## src/rtl/imem_boot_loader.sv

```systemverilog
// Boot loader: packs a little-endian byte stream into 32-bit words, writes them
// to instruction memory port 0, then releases the core PC from reset.
module imem_boot_loader #(
  parameter int ADDR_W    = 9,
  parameter int MAX_WORDS = 128
) (
  input  logic              clk,
  input  logic              reset,
  input  logic              start,
  input  logic [7:0]        len_words,
  input  logic              s_valid,
  input  logic [7:0]        s_data,
  output logic              s_ready,
  output logic              we0,
  output logic [ADDR_W-1:0] wr_addr0,
  output logic [31:0]       wr_din0,
  output logic              resetpc,
  output logic              busy,
  output logic              done,
  output logic              err
);

  localparam int IW = (MAX_WORDS > 1) ? $clog2(MAX_WORDS) : 1;

  typedef enum logic [1:0] {IDLE, LOAD, WRITE, RUN} state_t;

  state_t            state_q;
  logic [7:0]        len_q;
  logic [IW-1:0]     word_idx_q;
  logic [1:0]        byte_cnt_q;
  logic [23:0]       pack_q;
  logic              s_ready_q, we0_q, resetpc_q, busy_q, done_q, err_q;
  logic [ADDR_W-1:0] wr_addr_q;
  logic [31:0]       wr_din_q;

  logic len_ok_d, last_word_d;
  assign len_ok_d    = (len_words != 8'd0) && (32'(len_words) <= 32'(MAX_WORDS));
  assign last_word_d = (8'(word_idx_q) == (len_q - 8'd1));

  always_ff @(posedge clk) begin
    if (!reset) begin
      state_q    <= IDLE;
      len_q      <= '0;
      word_idx_q <= '0;
      byte_cnt_q <= '0;
      pack_q     <= '0;
      s_ready_q  <= 1'b0;
      we0_q      <= 1'b0;
      wr_addr_q  <= '0;
      wr_din_q   <= '0;
      resetpc_q  <= 1'b0;
      busy_q     <= 1'b0;
      done_q     <= 1'b0;
      err_q      <= 1'b0;
    end else begin
      err_q <= 1'b0;
      we0_q <= 1'b0;
      case (state_q)
        IDLE, RUN: begin
          if (start) begin
            if (len_ok_d) begin
              state_q    <= LOAD;
              len_q      <= len_words;
              word_idx_q <= '0;
              byte_cnt_q <= '0;
              pack_q     <= '0;
              s_ready_q  <= 1'b1;
              busy_q     <= 1'b1;
              done_q     <= 1'b0;
              resetpc_q  <= 1'b0;
            end else begin
              err_q <= 1'b1;
            end
          end
        end
        LOAD: begin
          if (start) err_q <= 1'b1;
          if (s_valid && s_ready_q) begin
            byte_cnt_q <= byte_cnt_q + 2'd1;
            case (byte_cnt_q)
              2'd0: pack_q[7:0]   <= s_data;
              2'd1: pack_q[15:8]  <= s_data;
              2'd2: pack_q[23:16] <= s_data;
              default: begin
                // 4th byte goes straight to the write bus; ready drops with it
                state_q   <= WRITE;
                s_ready_q <= 1'b0;
                we0_q     <= 1'b1;
                wr_addr_q <= ADDR_W'({word_idx_q, 2'b00});
                wr_din_q  <= {s_data, pack_q};
              end
            endcase
          end
        end
        WRITE: begin
          if (start) err_q <= 1'b1;
          if (last_word_d) begin
            state_q   <= RUN;
            busy_q    <= 1'b0;
            done_q    <= 1'b1;
            resetpc_q <= 1'b1;
          end else begin
            state_q    <= LOAD;
            word_idx_q <= word_idx_q + 1'b1;
            byte_cnt_q <= '0;
            s_ready_q  <= 1'b1;
          end
        end
        default: state_q <= IDLE;
      endcase
    end
  end

  assign s_ready  = s_ready_q;
  assign we0      = we0_q;
  assign wr_addr0 = wr_addr_q;
  assign wr_din0  = wr_din_q;
  assign resetpc  = resetpc_q;
  assign busy     = busy_q;
  assign done     = done_q;
  assign err      = err_q;

endmodule

```

## config.mk

```make
export PLATFORM = sky130hd
export DESIGN_NAME = imem_boot_loader
export DESIGN_NICKNAME = d
export VERILOG_FILES = /design/src/rtl/imem_boot_loader.sv
export SDC_FILE = /design/constraint.sdc
export NUM_CORES = 1
export LEC_CHECK = 0
export CAP_MARGIN = 20
export CORE_MARGIN = 1.5
export CORE_UTILIZATION = 35
export DETAILED_ROUTE_END_ITERATION = 6
export DONT_BUFFER_PORTS = 1
export GPL_TIMING_DRIVEN = 0
export PLACE_DENSITY_LB_ADDON = 0.2
export SYNTH_ARGS = -nofsm -noshare
export SYNTH_HDL_FRONTEND = slang
export SYNTH_SLANG_ARGS = --single-unit
export TNS_END_PERCENT = 10
```

## constraint.sdc

```tcl
create_clock -name clk -period 4.7 [get_ports clk]
set_input_delay 1.175 -clock clk [delete_from_list [all_inputs] [get_ports clk]]
set_output_delay 1.175 -clock clk [all_outputs]
set_load 0.02 [all_outputs]
```

### Word level (Yosys, flattened, before mapping)

Cells that the tools add are included.

| word-level totals | value |
|---|---|
| flip-flop bits (word level) | 87 |
| bits of input ports | 20 |
| output and inout bits | 47 |

| operators by class | value |
|---|---|
| $add $sub $neg | 3 |
| $lt $le $gt $ge | 1 |
| equal/unequal tests | 15 |
| muxes and demuxes | 39 |
| bitwise gates (word level) | 1 |
| reductions and logical operators | 21 |

Operators with widths:

| operator | count |
|---|---|
| $mux W24 | 3 |
| $pmux W24 S2 | 1 |
| $mux W8 | 3 |
| $mux W7 | 3 |
| $reduce_and A5 Y1 | 4 |
| $mux W2 | 9 |
| $reduce_and A4 Y1 | 4 |
| $ne A2 B2 Y1 const B | 7 |
| $pmux W7 S2 | 1 |
| $mux W1 | 13 |
| $pmux W2 S3 | 2 |
| $reduce_and A3 Y1 | 3 |
| $eq A7 B8 Y1 | 1 |
| $le A8 B8 Y1 const B | 1 |
| $reduce_bool A8 Y1 | 1 |
| $sub A8 B1 Y8 const B | 1 |
| $add A7 B1 Y7 const B | 1 |
| $eq A2 B2 Y1 const B | 3 |
| $pmux W1 S2 | 3 |
| $eq A2 B1 Y1 const B | 2 |
| $logic_not A2 Y1 | 2 |
| $ne A2 B1 Y1 const B | 2 |
| $reduce_bool A2 Y1 | 2 |
| $reduce_or A2 Y1 | 2 |
| 5 further kinds | 6 |

### Logic depth before layout (Yosys ltp)

Gate-level depths: netlist (run 1).

| logic depth | value |
|---|---|
| word-level depth | 5 |
| mapped depth | 9 |
| gate-level depth less buffers | 8 |

### Least setup slack after synthesis (run 1)

No wires, ideal clock.

| timing | value |
|---|---|
| path kind | in2reg |
| start point | input port len_words[6] |
| end point | register pack_q[0] |
| data arrival time | 2813 ps |
| data required time | 4584 ps |
| path slack | 1771 ps |
| cell stages on the path | 7 |
| path through | or4_4 or3_4 a31o_1 buf_6 nand2_8 mux2i_1 nor2b_1 |

| between the ends | value |
|---|---|
| cells in the longest elaborated chain, start to end | 4 |
| elaborated cells on any way between the ends | 5 |

RTL lines:

| item | line | source |
|---|---|---|
| from (decl) | 10 | `input logic [7:0] len_words,` |
| $le A8 B8 Y1 / $reduce_bool A8 Y1 (equally long branches) | 37 | `assign len_ok_d = (len_words != 8'd0) && (32'(len_words) <= 32'(MAX_WORDS));` |
| $logic_and A1 B1 Y1 * | 37 |  |
| $ne A2 B2 Y1 (no line) * | -- |  |
| $reduce_and A5 Y1 (no line) * | -- |  |
| to (signal assigned) | 81 | `2'd0: pack_q[7:0] <= s_data;` |
| to (decl) | 31 | `logic [23:0] pack_q;` |

Mark *: on every way between the ends. The rest lies on a longest branch, timed or not.
A chain may end at the register's enable or synchronous reset.

### Final worst setup path (run 1)

| timing | value |
|---|---|
| start point | input port len_words[6] |
| end point | register word_idx_q[3] |

| between the ends | value |
|---|---|
| cells in the longest elaborated chain, start to end | 4 |
| elaborated cells on any way between the ends | 5 |

RTL lines:

| item | line | source |
|---|---|---|
| $le A8 B8 Y1 / $reduce_bool A8 Y1 (equally long branches) | 37 |  |
| $logic_and A1 B1 Y1 * | 37 |  |
| $ne A2 B2 Y1 (no line) * | -- |  |
| $reduce_and A4 Y1 (no line) * | -- |  |
| to (signal assigned) | 104 | `word_idx_q <= word_idx_q + 1'b1;` |
| to (decl) | 29 | `logic [IW-1:0] word_idx_q;` |

Marked as above.

==> impl_results.md, run 1 <==
- Status: finished clean
- Antenna violations before repair: 0
- Buffers on Ports: 0
- Cts bufs inserted: 9
- Worst Hold Margin: 0.464 ns
- Hold Path Class: register to register
- Post-route setup TNS: 0 ns
- # hold bufs at CTS: 0
- Wirelength, routed: 9410 um
- Synth-to-Final Area Change: 12.0%
- Post-CTS Setup Bufs: 0
- Core area: 0.0109 sq mm
- Placer Congestion: 0.871
- RSZ-0062 raised after global routing: false
- Fin. Hold Viols: 0
- Combinational power share: 23.7%
- Switching power: 0.000618 W
- Root Driver: clkbuf_16
- CP Max Fanout: 5
- Die span in x: 109 um
- Max-slew headroom: 61.9%
- Post-synthesis sequential area ratio: 44.1%
- EDFF count, synth: 0
- Fin. max-slew vios: 0
- WP data arrival: 2.98 ns
- ANT cells: 0
- CP Capture Type: register
- Worst Path Buf+Inv: 0
- CP peak stage delay: 0.55 ns
- Int Pwr: 0.00139 W
- Largest net degree at the start of global routing: 16
- Chip height: 109 um
- Total power: 0.00201 W
- Fin crit share: 58.5%
- CTS sink count: 87
- Max-cap violations: 0
- Area after DPL: 0.00413 sq mm
- Ys async rst share: 0%
- Vias/cell: 4.93
- Max Clk Rate: 364 MHz
- Final setup viols: 0
- Net Sw Frac: 30.8%
- Number of distinct library cells after synthesis: 53
- Sequential share of power: 40.6%
- Pwr Density: 454 mW/mm^2
- Critical path's slowest cell: or4_4
- WL/cell: 15.8 um
- Via count: 2945
- Reg clk slew, reported paths: 0.07 ns
- DRC errors left: 0
- Lkg Pwr: 1.62 nW
- Synth Warn #: 0
- Critical path type: input pin to register
- Vias in the first global route: 2849
- Clock skew: 0.0119 ns
- Die area: 0.0119 sq mm
- Layout cells sized above 1: 7.44%
- First-pass GRT wire length: 15300 um
- Post-Layout Inst Area: 0.00442 sq mm
- Post-cts repair resize count: 0
- Clock buffer depth: 2
- Worst vdd ir: 220 uV
- Worst Path Required: 4.93 ns
- Initial core utilization: 36.1%
- 1st-pass router iterations: 4
- CTS tree: yes
- DRT iter0 DRCs: 175
- Cell Chain, Critical Path: or4_4 -> o21a_1 -> nor4_2 -> nand2b_1 -> nor2_1 -> a41o_1
- Row count: 38
- Clk pwr share: 35.7%
- H-tree depth: 3
- Number of top-level pins: 67
- Slew of the pin with the lowest slew margin: 0.572 ns
- Total grt overflow: 0
- Nets: 481
- Synth Instances: 440
- Minimum clock period: 2.75 ns
- GR Util All Layers: 17.1%
- Clk_lat worst skew: 0.34 ns
- Post-Syn Area per Cell: 8.97 sq um
- Final antenna-violating net count: 0
- HPWL after detailed placement: 6920 um
- Post-synthesis cell area: 0.00395 sq mm
- Seq cells post-synth: 87
- Primary FF master, synth: dfxtp_1
- Setup crit start kind: input pin
- Top delay family on crit path: simple AND/OR/NAND/NOR gates
==> synth_stat cells (all sizes together) (7+ instances only) <==
cell type  count  area share, %
mux2i         33            8.4
and2          11            1.7
buf            7            1.3
nand3          9            1.1
dfxtp         87             44
clkbuf        21            2.0
nor2b         33            5.2
a21boi        41            7.8
inv           10           0.95
ha             9            2.9
or3            7            1.2
nand2        102             11
==> layout by cell type (no fill, tap or decap), types with 5 or more instances in the layout <==
cell type  count
clkbuf_16      9
clkbuf_1      22
a21boi_0      40
nand3_1        9
nor3_1         6
and2_1        11
nor2_1         6
inv_1          9
dfxtp_1       87
xnor2_1        5
or3_1          6
nor2b_1       33
mux2i_1       33
nand2b_1       6
ha_1           9
nand2_1       98
==> power groups by stage <==
stage               registers [W]  logic [W]  clock network [W]
floorplan                0.000823   0.000395                  0
global placement         0.000831   0.000470                  0
detailed placement       0.000833   0.000479                  0
CTS                      0.000816   0.000480           0.000738
global route             0.000821   0.000528           0.000762
finish                   0.000816   0.000475           0.000717
==> path summary, 6_finish.rpt <==
| path | start | to | slack [ns] | cells past startpoint |
|---|---|---|---|---|
| hold reg to reg | pack_q[2]$_SDFFE_PN0P_ | wr_din0[2]$_SDFFE_PN0P_ | 0.46 | 2 |
| setup reg to reg | state_q[1]$_SDFFE_PN0P_ | wr_addr0[8]$_SDFFE_PN0P_ | 2.20 | 9 |
| setup / recovery | len_words[6] | word_idx_q[3]$_SDFFE_PN0P_ | 1.95 | 6 |
| hold / removal | pack_q[2]$_SDFFE_PN0P_ | wr_din0[2]$_SDFFE_PN0P_ | 0.46 | 2 |
==> state kept, by name, summed over array words and instances, names as in the netlist <==
name / count
err: 1
busy: 1
word_idx_q: 7
wr_addr0: 7
pack_q: 24
byte_cnt_q: 2
done: 1
len_q: 8
wr_din0: 32
we0: 1
s_ready: 1
state_q: 2
==> metal layers <==
metal,global-route usage [%],vias up,part of all wire (%)
li1,-,1506,-
met1,23.9,1358,49
met2,24.8,69,43
met3,3.65,12,5.8
met4,8.16,0,1.9
met5,0,-,0
==> area by class of cell <==
| class | count | area [sq um] |
|---|---|---|
| fill | 1121 | 6520 |
| multi-input combinational | 316 | 2040 |
| sequential | 87 | 1740 |
| clock buffer | 10 | 229 |
| tap | 140 | 175 |
| buffer | 28 | 129 |
| clock inverter | 6 | 66.3 |
| inverter | 10 | 37.5 |
==> worst reg2reg max path, stage by stage, from the launching register on <==
cell	delay [ns]
dfxtp_1	0.33
inv_1	0.08
ha_1	0.22
and3_1	0.17
clkbuf_1	0.28
and2_1	0.23
clkbuf_1	0.36
buf_1	0.49
nand2_1	0.11
a21boi_0	0.16
==> stage by stage <==
step                      utilization (%)  setup slack [ns]  instances
after detailed placement             37.7              1.60        581
final                                40.4              1.95        597
after CTS                            40.4              1.97        597
after global placement               37.7              1.61        581
after global routing                 40.4              1.71        597
after floorplan                         -              1.77        441
==> cell families after synthesis <==
family / count (synthesis) / share of synthesized area, %
flip-flops: 87 / 44.1
buffers and inverters: 38 / 4.22
AND/OR/NAND/NOR: 195 / 25.7
adder cells (fa/ha/maj): 9 / 2.85
XOR/XNOR: 7 / 1.55
multiplexers: 33 / 8.37
other: 1 / 0.0950
AO/OA/AOI/OAI: 70 / 13.1
Power figures use the tool's default switching activity.
==> run 2, diff against run 1 <==
==> constraint.sdc (replaced) <==
create_clock -name clk -period 2.8 [get_ports clk]
set_input_delay 0.7 -clock clk [delete_from_list [all_inputs] [get_ports clk]]
set_output_delay 0.7 -clock clk [all_outputs]
set_load 0.02 [all_outputs]
==> run 2 against run 1 <==
Against the previous run: setup slack worse by 1.6 ns; sequential share of layout area is essentially flat; sequential power increased by 68%; non-clock buffer count unchanged; combinational power rose by 68%; largest power group unchanged; final cell count is the same; critical path depth is 3 higher; global-route usage did not move; total power increased by 68%.
==> impl_results.md, run 2 (synthesis gave the netlist of run 1 again) <==
- Status: finished clean
- Most frequent cells in the layout: nand2_1 (98), dfxtp_1 (87), a21boi_0 (40)
- FF-to-FF End: wr_addr0[8]$_SDFFE_PN0P_
- Reg-to-Reg Start: state_q[1]$_SDFFE_PN0P_
- HPWL after detailed placement: 6920 um (unchanged)
- Pwr Density: 762 mW/mm^2 (+68%)
- Setup crit start kind: register
- GR Util All Layers: 17.1% (unchanged)
- Fin. Hold Viols: 0 (unchanged)
- Final antenna-violating net count: 0 (unchanged)
- Vias/cell: 4.93 (unchanged)
- Fin. max-slew vios: 0 (unchanged)
- H-tree depth: 3 (unchanged)
- RSZ-0062 raised after global routing: false
- Core Util, Final: 40.4% (about the same)
- Post-CTS Setup Bufs: 0 (unchanged)
- Die span in x: 109 um (unchanged)
- CP Capture Type: register
- Via count: 2945 (unchanged)
- Vias in the first global route: 2849 (unchanged)
- # hold bufs at CTS: 0 (unchanged)
- Largest register FFs: 32 (unchanged)
- Layout cells sized above 1: 7.66% (+0.22 points)
- Top routing layer used: met4
- Clock skew: 0.0119 ns (unchanged)
- Nets: 481 (unchanged)
- Clock buffer depth: 2 (unchanged)
- Routed met1 length: 4610 um (about the same)
- Wirelength, routed: 9410 um (unchanged)
- Area after DPL: 0.00413 sq mm (unchanged)
- Fin crit share: 86.2%
- Core area: 0.0109 sq mm (unchanged)
- ANT cells: 0 (unchanged)
- 1st-pass router iterations: 4 (unchanged)
- Placer Congestion: 0.871 (unchanged)
- First-pass GRT wire length: 15300 um (unchanged)
- Critical path type: register to register
- Antenna violations before repair: 0 (unchanged)
- Max Clk Rate: 414 MHz
- Largest net degree at the start of global routing: 16 (unchanged)
- Synth-to-Final Area Change: 12.0% (about the same)
- Startpoint of the worst hold path: pack_q[2]$_SDFFE_PN0P_
- Worst hold endpoint: wr_din0[2]$_SDFFE_PN0P_
- Max-slew headroom: 61.9% (about the same)
- Post-cts repair resize count: 0 (unchanged)
- Worst Path Required: 3.06 ns (-1.87 ns)
- CP Max Fanout: 10 (+5)
- R2R Setup Slk: 0.39 ns (-1.81 ns)
- CTS sink count: 87 (unchanged)
- Total grt overflow: 0 (unchanged)
- WL/cell: 15.8 um (unchanged)
- CTS tree: yes
- Most common cell after layout, fill and taps aside: nand2_1
- Max-cap violations: 0 (unchanged)
- Worst vdd ir: 370 uV (+68%)
- Root Driver: clkbuf_16
- Post-Layout Inst Area: 0.00442 sq mm (about the same)
- Initial core utilization: 36.1% (unchanged)
- Final setup viols: 0 (unchanged)
- Buffers on Ports: 0 (unchanged)
- Die area: 0.0119 sq mm (unchanged)
- Row count: 38 (unchanged)
- Number of top-level pins: 67 (unchanged)
- Cts bufs inserted: 9 (unchanged)
- WL met3: 548 um (unchanged)
- Clk_lat worst skew: 0.34 ns (about the same)
- Met2 WL: 4070 um (unchanged)
- Hold path cells: 2 (unchanged)
- DRT iter0 DRCs: 175 (unchanged)
- Minimum clock period: 2.41 ns
- Worst reg2reg path depth: 9 (unchanged)
- DRC errors left: 0 (unchanged)
- Post-route setup TNS: 0 ns (unchanged)
- WP data arrival: 2.68 ns (-0.30 ns)
- Chip height: 109 um (unchanged)
- Reg clk slew, reported paths: 0.07 ns (about the same)
- Lkg Pwr: 1.63 nW (+0.21%)
- Hold Path Class: register to register
- Slew of the pin with the lowest slew margin: 0.572 ns (-0.00000107 ns)
## run 2: cell types whose count changed in the layout (fill, tap and decap cells not counted)
cell      before  now
buf_1          1    0
clkbuf_2       0    1
## run 2: metrics by stage
step           worst slack (ns)  total power (W)  cells  hold WS, ns
4_1_cts                   0.232          0.00341    597        0.471
5_1_grt                  0.0555          0.00354    597        0.473
6_report                  0.386          0.00337    597        0.464
2_1_floorplan             0.346          0.00204    441        0.441
3_3_place_gp              0.187          0.00218    581        0.450
3_5_place_dp              0.174          0.00220    581        0.461
## run 2: worst max-delay path by stage
stage | depth (start not counted) | endpoint | startpoint | slack, ns
finish | 9 | wr_addr0[8]$_SDFFE_PN0P_ | state_q[1]$_SDFFE_PN0P_ | 0.39
global route | 9 | wr_din0[30]$_SDFFE_PN0P_ | state_q[1]$_SDFFE_PN0P_ | 0.06
CTS | 9 | wr_addr0[8]$_SDFFE_PN0P_ | state_q[1]$_SDFFE_PN0P_ | 0.23
detailed placement | 6 | word_idx_q[3]$_SDFFE_PN0P_ | len_words[6] | 0.17
global placement | 6 | word_idx_q[3]$_SDFFE_PN0P_ | len_words[6] | 0.19
floorplan | 7 | pack_q[0]$_SDFFE_PN0P_ | len_words[6] | 0.35
## run 2: layout make-up
cell class	count	area (sq um)
Sequential cell	87	1740
Clock buffer	10	229
Inverter	10	37.5
Multi-Input combinational cell	316	2040
Fill cell	1123	6510
Clock inverter	6	66.3
Tap cell	140	175
Buffer	28	130
## run 2: metal layers
layer / vias to the layer above / track usage (%)
met5: - / 0
met4: 0 / 8.16
met3: 12 / 3.65
met2: 69 / 24.8
met1: 1358 / 23.9
li1: 1506 / -
## run 2: power breakdown
part	internal (W)	switching, W
combinational	0.000329	0.000468
sequential	0.00131	0.0000626
clock	0.000697	0.000506
total	0.00233	0.00104
## run 2: critical path, cell delays in order (launching register included)
cell      delay [ns]
dfxtp_1         0.36
inv_1           0.08
ha_1            0.23
and3_1          0.18
clkbuf_1        0.18
nand2_1         0.16
clkbuf_1        0.38
clkbuf_1        0.50
nand2_1         0.10
a21boi_0        0.17
==> run 3, diff against run 2 <==
--- a/config.mk
+++ b/config.mk
@@ -6,11 +6,13 @@
 export NUM_CORES = 1
 export LEC_CHECK = 0
 export CAP_MARGIN = 20
+export CELL_PAD_IN_SITES_DETAIL_PLACEMENT = 1
+export CELL_PAD_IN_SITES_GLOBAL_PLACEMENT = 1
 export CORE_MARGIN = 1.5
 export CORE_UTILIZATION = 35
 export DETAILED_ROUTE_END_ITERATION = 6
 export DONT_BUFFER_PORTS = 1
-export GPL_TIMING_DRIVEN = 0
+export GPL_TIMING_DRIVEN = 1
 export PLACE_DENSITY_LB_ADDON = 0.2
 export SYNTH_ARGS = -nofsm -noshare
 export SYNTH_HDL_FRONTEND = slang
==> run 3 against run 2 <==
Against the previous run: routed wire length shrank 0.38%; combinational power shrank 2%; sequential power is essentially flat; setup slack gained 0.15 ns; sequential cell count is the same; first-iteration DRC count shrank 62%; global-route usage is essentially flat; total power grew 0.95%; hold slack gained 0.0064 ns.
==> impl_results.md, run 3 (synthesis gave the netlist of run 1 again) <==
- Status: finished clean
- Hold Path Class: register to register
- Reg clk slew, reported paths: 0.06 ns (about the same)
- Clk_lat worst skew: 0.35 ns (about the same)
- Post-Layout Inst Area: 0.00438 sq mm (-0.96%)
- Reg area: 0.00174 sq mm (unchanged)
- CTS tree: yes
- Layout cells sized above 1: 8.24% (+0.58 points)
- Vias in the first global route: 3049 (+7.0%)
- Chip height: 109 um (unchanged)
- Max-cap violations: 0 (unchanged)
- Cts bufs inserted: 9 (unchanged)
- Setup crit start kind: register
- Post-route setup TNS: 0 ns (unchanged)
- WL/cell: 16.2 um (+3.1%)
- Die area: 0.0119 sq mm (unchanged)
- Fin. max-slew vios: 0 (unchanged)
- Int Pwr: 0.00239 W (+2.4%)
- Slew of the pin with the lowest slew margin: 0.536 ns (-0.0362 ns)
- Largest net degree at the start of global routing: 90 (+74)
- Clock buffer depth: 2 (unchanged)
- Max-slew headroom: 64.0% (+2.1 points)
- CTS sink count: 87 (unchanged)
- Initial core utilization: 36.1% (unchanged)
- GR Util All Layers: 17.1% (+0.048 points)
- Wirelength, routed: 9380 um (-0.38%)
- Combinational power share: 23.1% (-0.6 points)
- Die span in x: 109 um (unchanged)
- Root Driver: clkbuf_16
- Via count: 2925 (-0.68%)
- Fillers: 1290 (+15%)
- Critical path type: register to register
- Fin. Hold Viols: 0 (unchanged)
- Clock skew: 0.00708 ns (-0.00486 ns)
- Area after DPL: 0.00407 sq mm (-1.4%)
- Worst Path Required: 3.07 ns (about the same)
- Most frequent cells in the layout: nand2_1 (98), dfxtp_1 (87), a21boi_0 (40)
- Total grt overflow: 0 (unchanged)
- Antenna violations before repair: 0 (unchanged)
- Core area: 0.0109 sq mm (unchanged)
- First-pass GRT wire length: 15600 um (+1.6%)
- Final antenna-violating net count: 0 (unchanged)
- Clk pwr share: 36.6% (+0.9 points)
- Switching power: 0.00101 W (-2.2%)
- CP Capture Type: register
- Minimum clock period: 2.26 ns (-0.153 ns)
- CP Max Fanout: 14 (+4)
- Most common cell after layout, fill and taps aside: nand2_1
- Fin crit share: 80.8% (-5.5 points)
- Pwr Density: 777 mW/mm^2 (+1.9%)
- Largest register FFs: 32 (unchanged)
- # hold bufs at CTS: 0 (unchanged)
- Layout Cells excl Fill: 577 (-3.4%)
- Worst vdd ir: 343 uV (-7.1%)
- WP data arrival: 2.54 ns (-0.14 ns)
- Nets: 461 (-4.2%)
- Placer Congestion: 0.783 (-10%)
- RSZ-0062 raised after global routing: false
- Vias/cell: 5.07 (+2.8%)
- HPWL after detailed placement: 6600 um (-4.6%)
- DRT iter0 DRCs: 67 (-62%)
- 1st-pass router iterations: 4 (unchanged)
- Net Sw Frac: 29.8% (-0.97 points)
- Synth-to-Final Area Change: 11.0%
- Post-CTS Setup Bufs: 0 (unchanged)
- Buffers on Ports: 0 (unchanged)
- Max Clk Rate: 442 MHz (+6.8%)
- H-tree depth: 3 (unchanged)
- Lkg Pwr: 1.60 nW (-1.3%)
- Post-cts repair resize count: 0 (unchanged)
- DRC errors left: 0 (unchanged)
- Final setup viols: 0 (unchanged)
- Inst Count DP: 561 (-3.4%)
- Area of the multi-input gates: 0.00204 sq mm (unchanged)
- ANT cells: 0 (unchanged)
- Row count: 38 (unchanged)
- Sequential share of power: 40.3% (-0.3 points)
- Number of top-level pins: 67 (unchanged)
-- run 3: layer usage --
layer	share of wire (%)	track usage, %	vias to the layer above
met1	49	22.3	1401
met4	2.5	9.09	0
li1	-	-	1458
met3	4.5	4.54	15
met2	44	25.8	51
met5	0	0	-
-- run 3: final timing paths --
check | start | to | slack [ns] | depth (start not counted)
max reg2reg | len_q[0]$_SDFFE_PN0P_ | word_idx_q[6]$_SDFFE_PN0P_ | 0.54 | 9
min reg2reg | pack_q[19]$_SDFFE_PN0P_ | wr_din0[19]$_SDFFE_PN0P_ | 0.47 | 2
max | len_q[0]$_SDFFE_PN0P_ | word_idx_q[6]$_SDFFE_PN0P_ | 0.54 | 9
min | pack_q[19]$_SDFFE_PN0P_ | wr_din0[19]$_SDFFE_PN0P_ | 0.47 | 2
-- run 3: layout make-up --
type	count	share of cell area, %
Inverter	10	0.857
Clock buffer	12	5.86
Clock inverter	4	1.23
Multi-Input combinational cell	316	46.6
Timing Repair Buffer	8	1.66
Tap cell	140	4.00
Sequential cell	87	39.8
-- run 3: power groups by stage --
stage               sequential (W)  combinational (W)  clock [W]
floorplan                  0.00138           0.000662          0
global placement           0.00140           0.000772          0
detailed placement         0.00140           0.000789          0
CTS                        0.00137           0.000795    0.00128
global route               0.00138           0.000862    0.00133
finish                     0.00137           0.000784    0.00124
-- run 3: critical path, cell delays in order (launching register included) --
cell	delay, ns
dfxtp_1	0.38
inv_1	0.06
ha_1	0.21
nand2b_1	0.17
a21o_1	0.19
a31oi_1	0.27
nor4_2	0.09
buf_4	0.19
or4_1	0.50
a21oi_1	0.15
-- run 3: stage by stage --
| stage | hold slack [ns] | utilization, % | power [W] | setup slack, ns |
|---|---|---|---|---|
| 2_1_floorplan | 0.441 | - | 0.00204 | 0.346 |
| 3_3_place_gp | 0.454 | 37.2 | 0.00217 | 0.226 |
| 3_5_place_dp | 0.464 | 37.2 | 0.00219 | 0.235 |
| 4_1_cts | 0.473 | 40.0 | 0.00344 | 0.509 |
| 5_1_grt | 0.491 | 40.0 | 0.00358 | 0.407 |
| 6_report | 0.470 | 40.0 | 0.00340 | 0.539 |
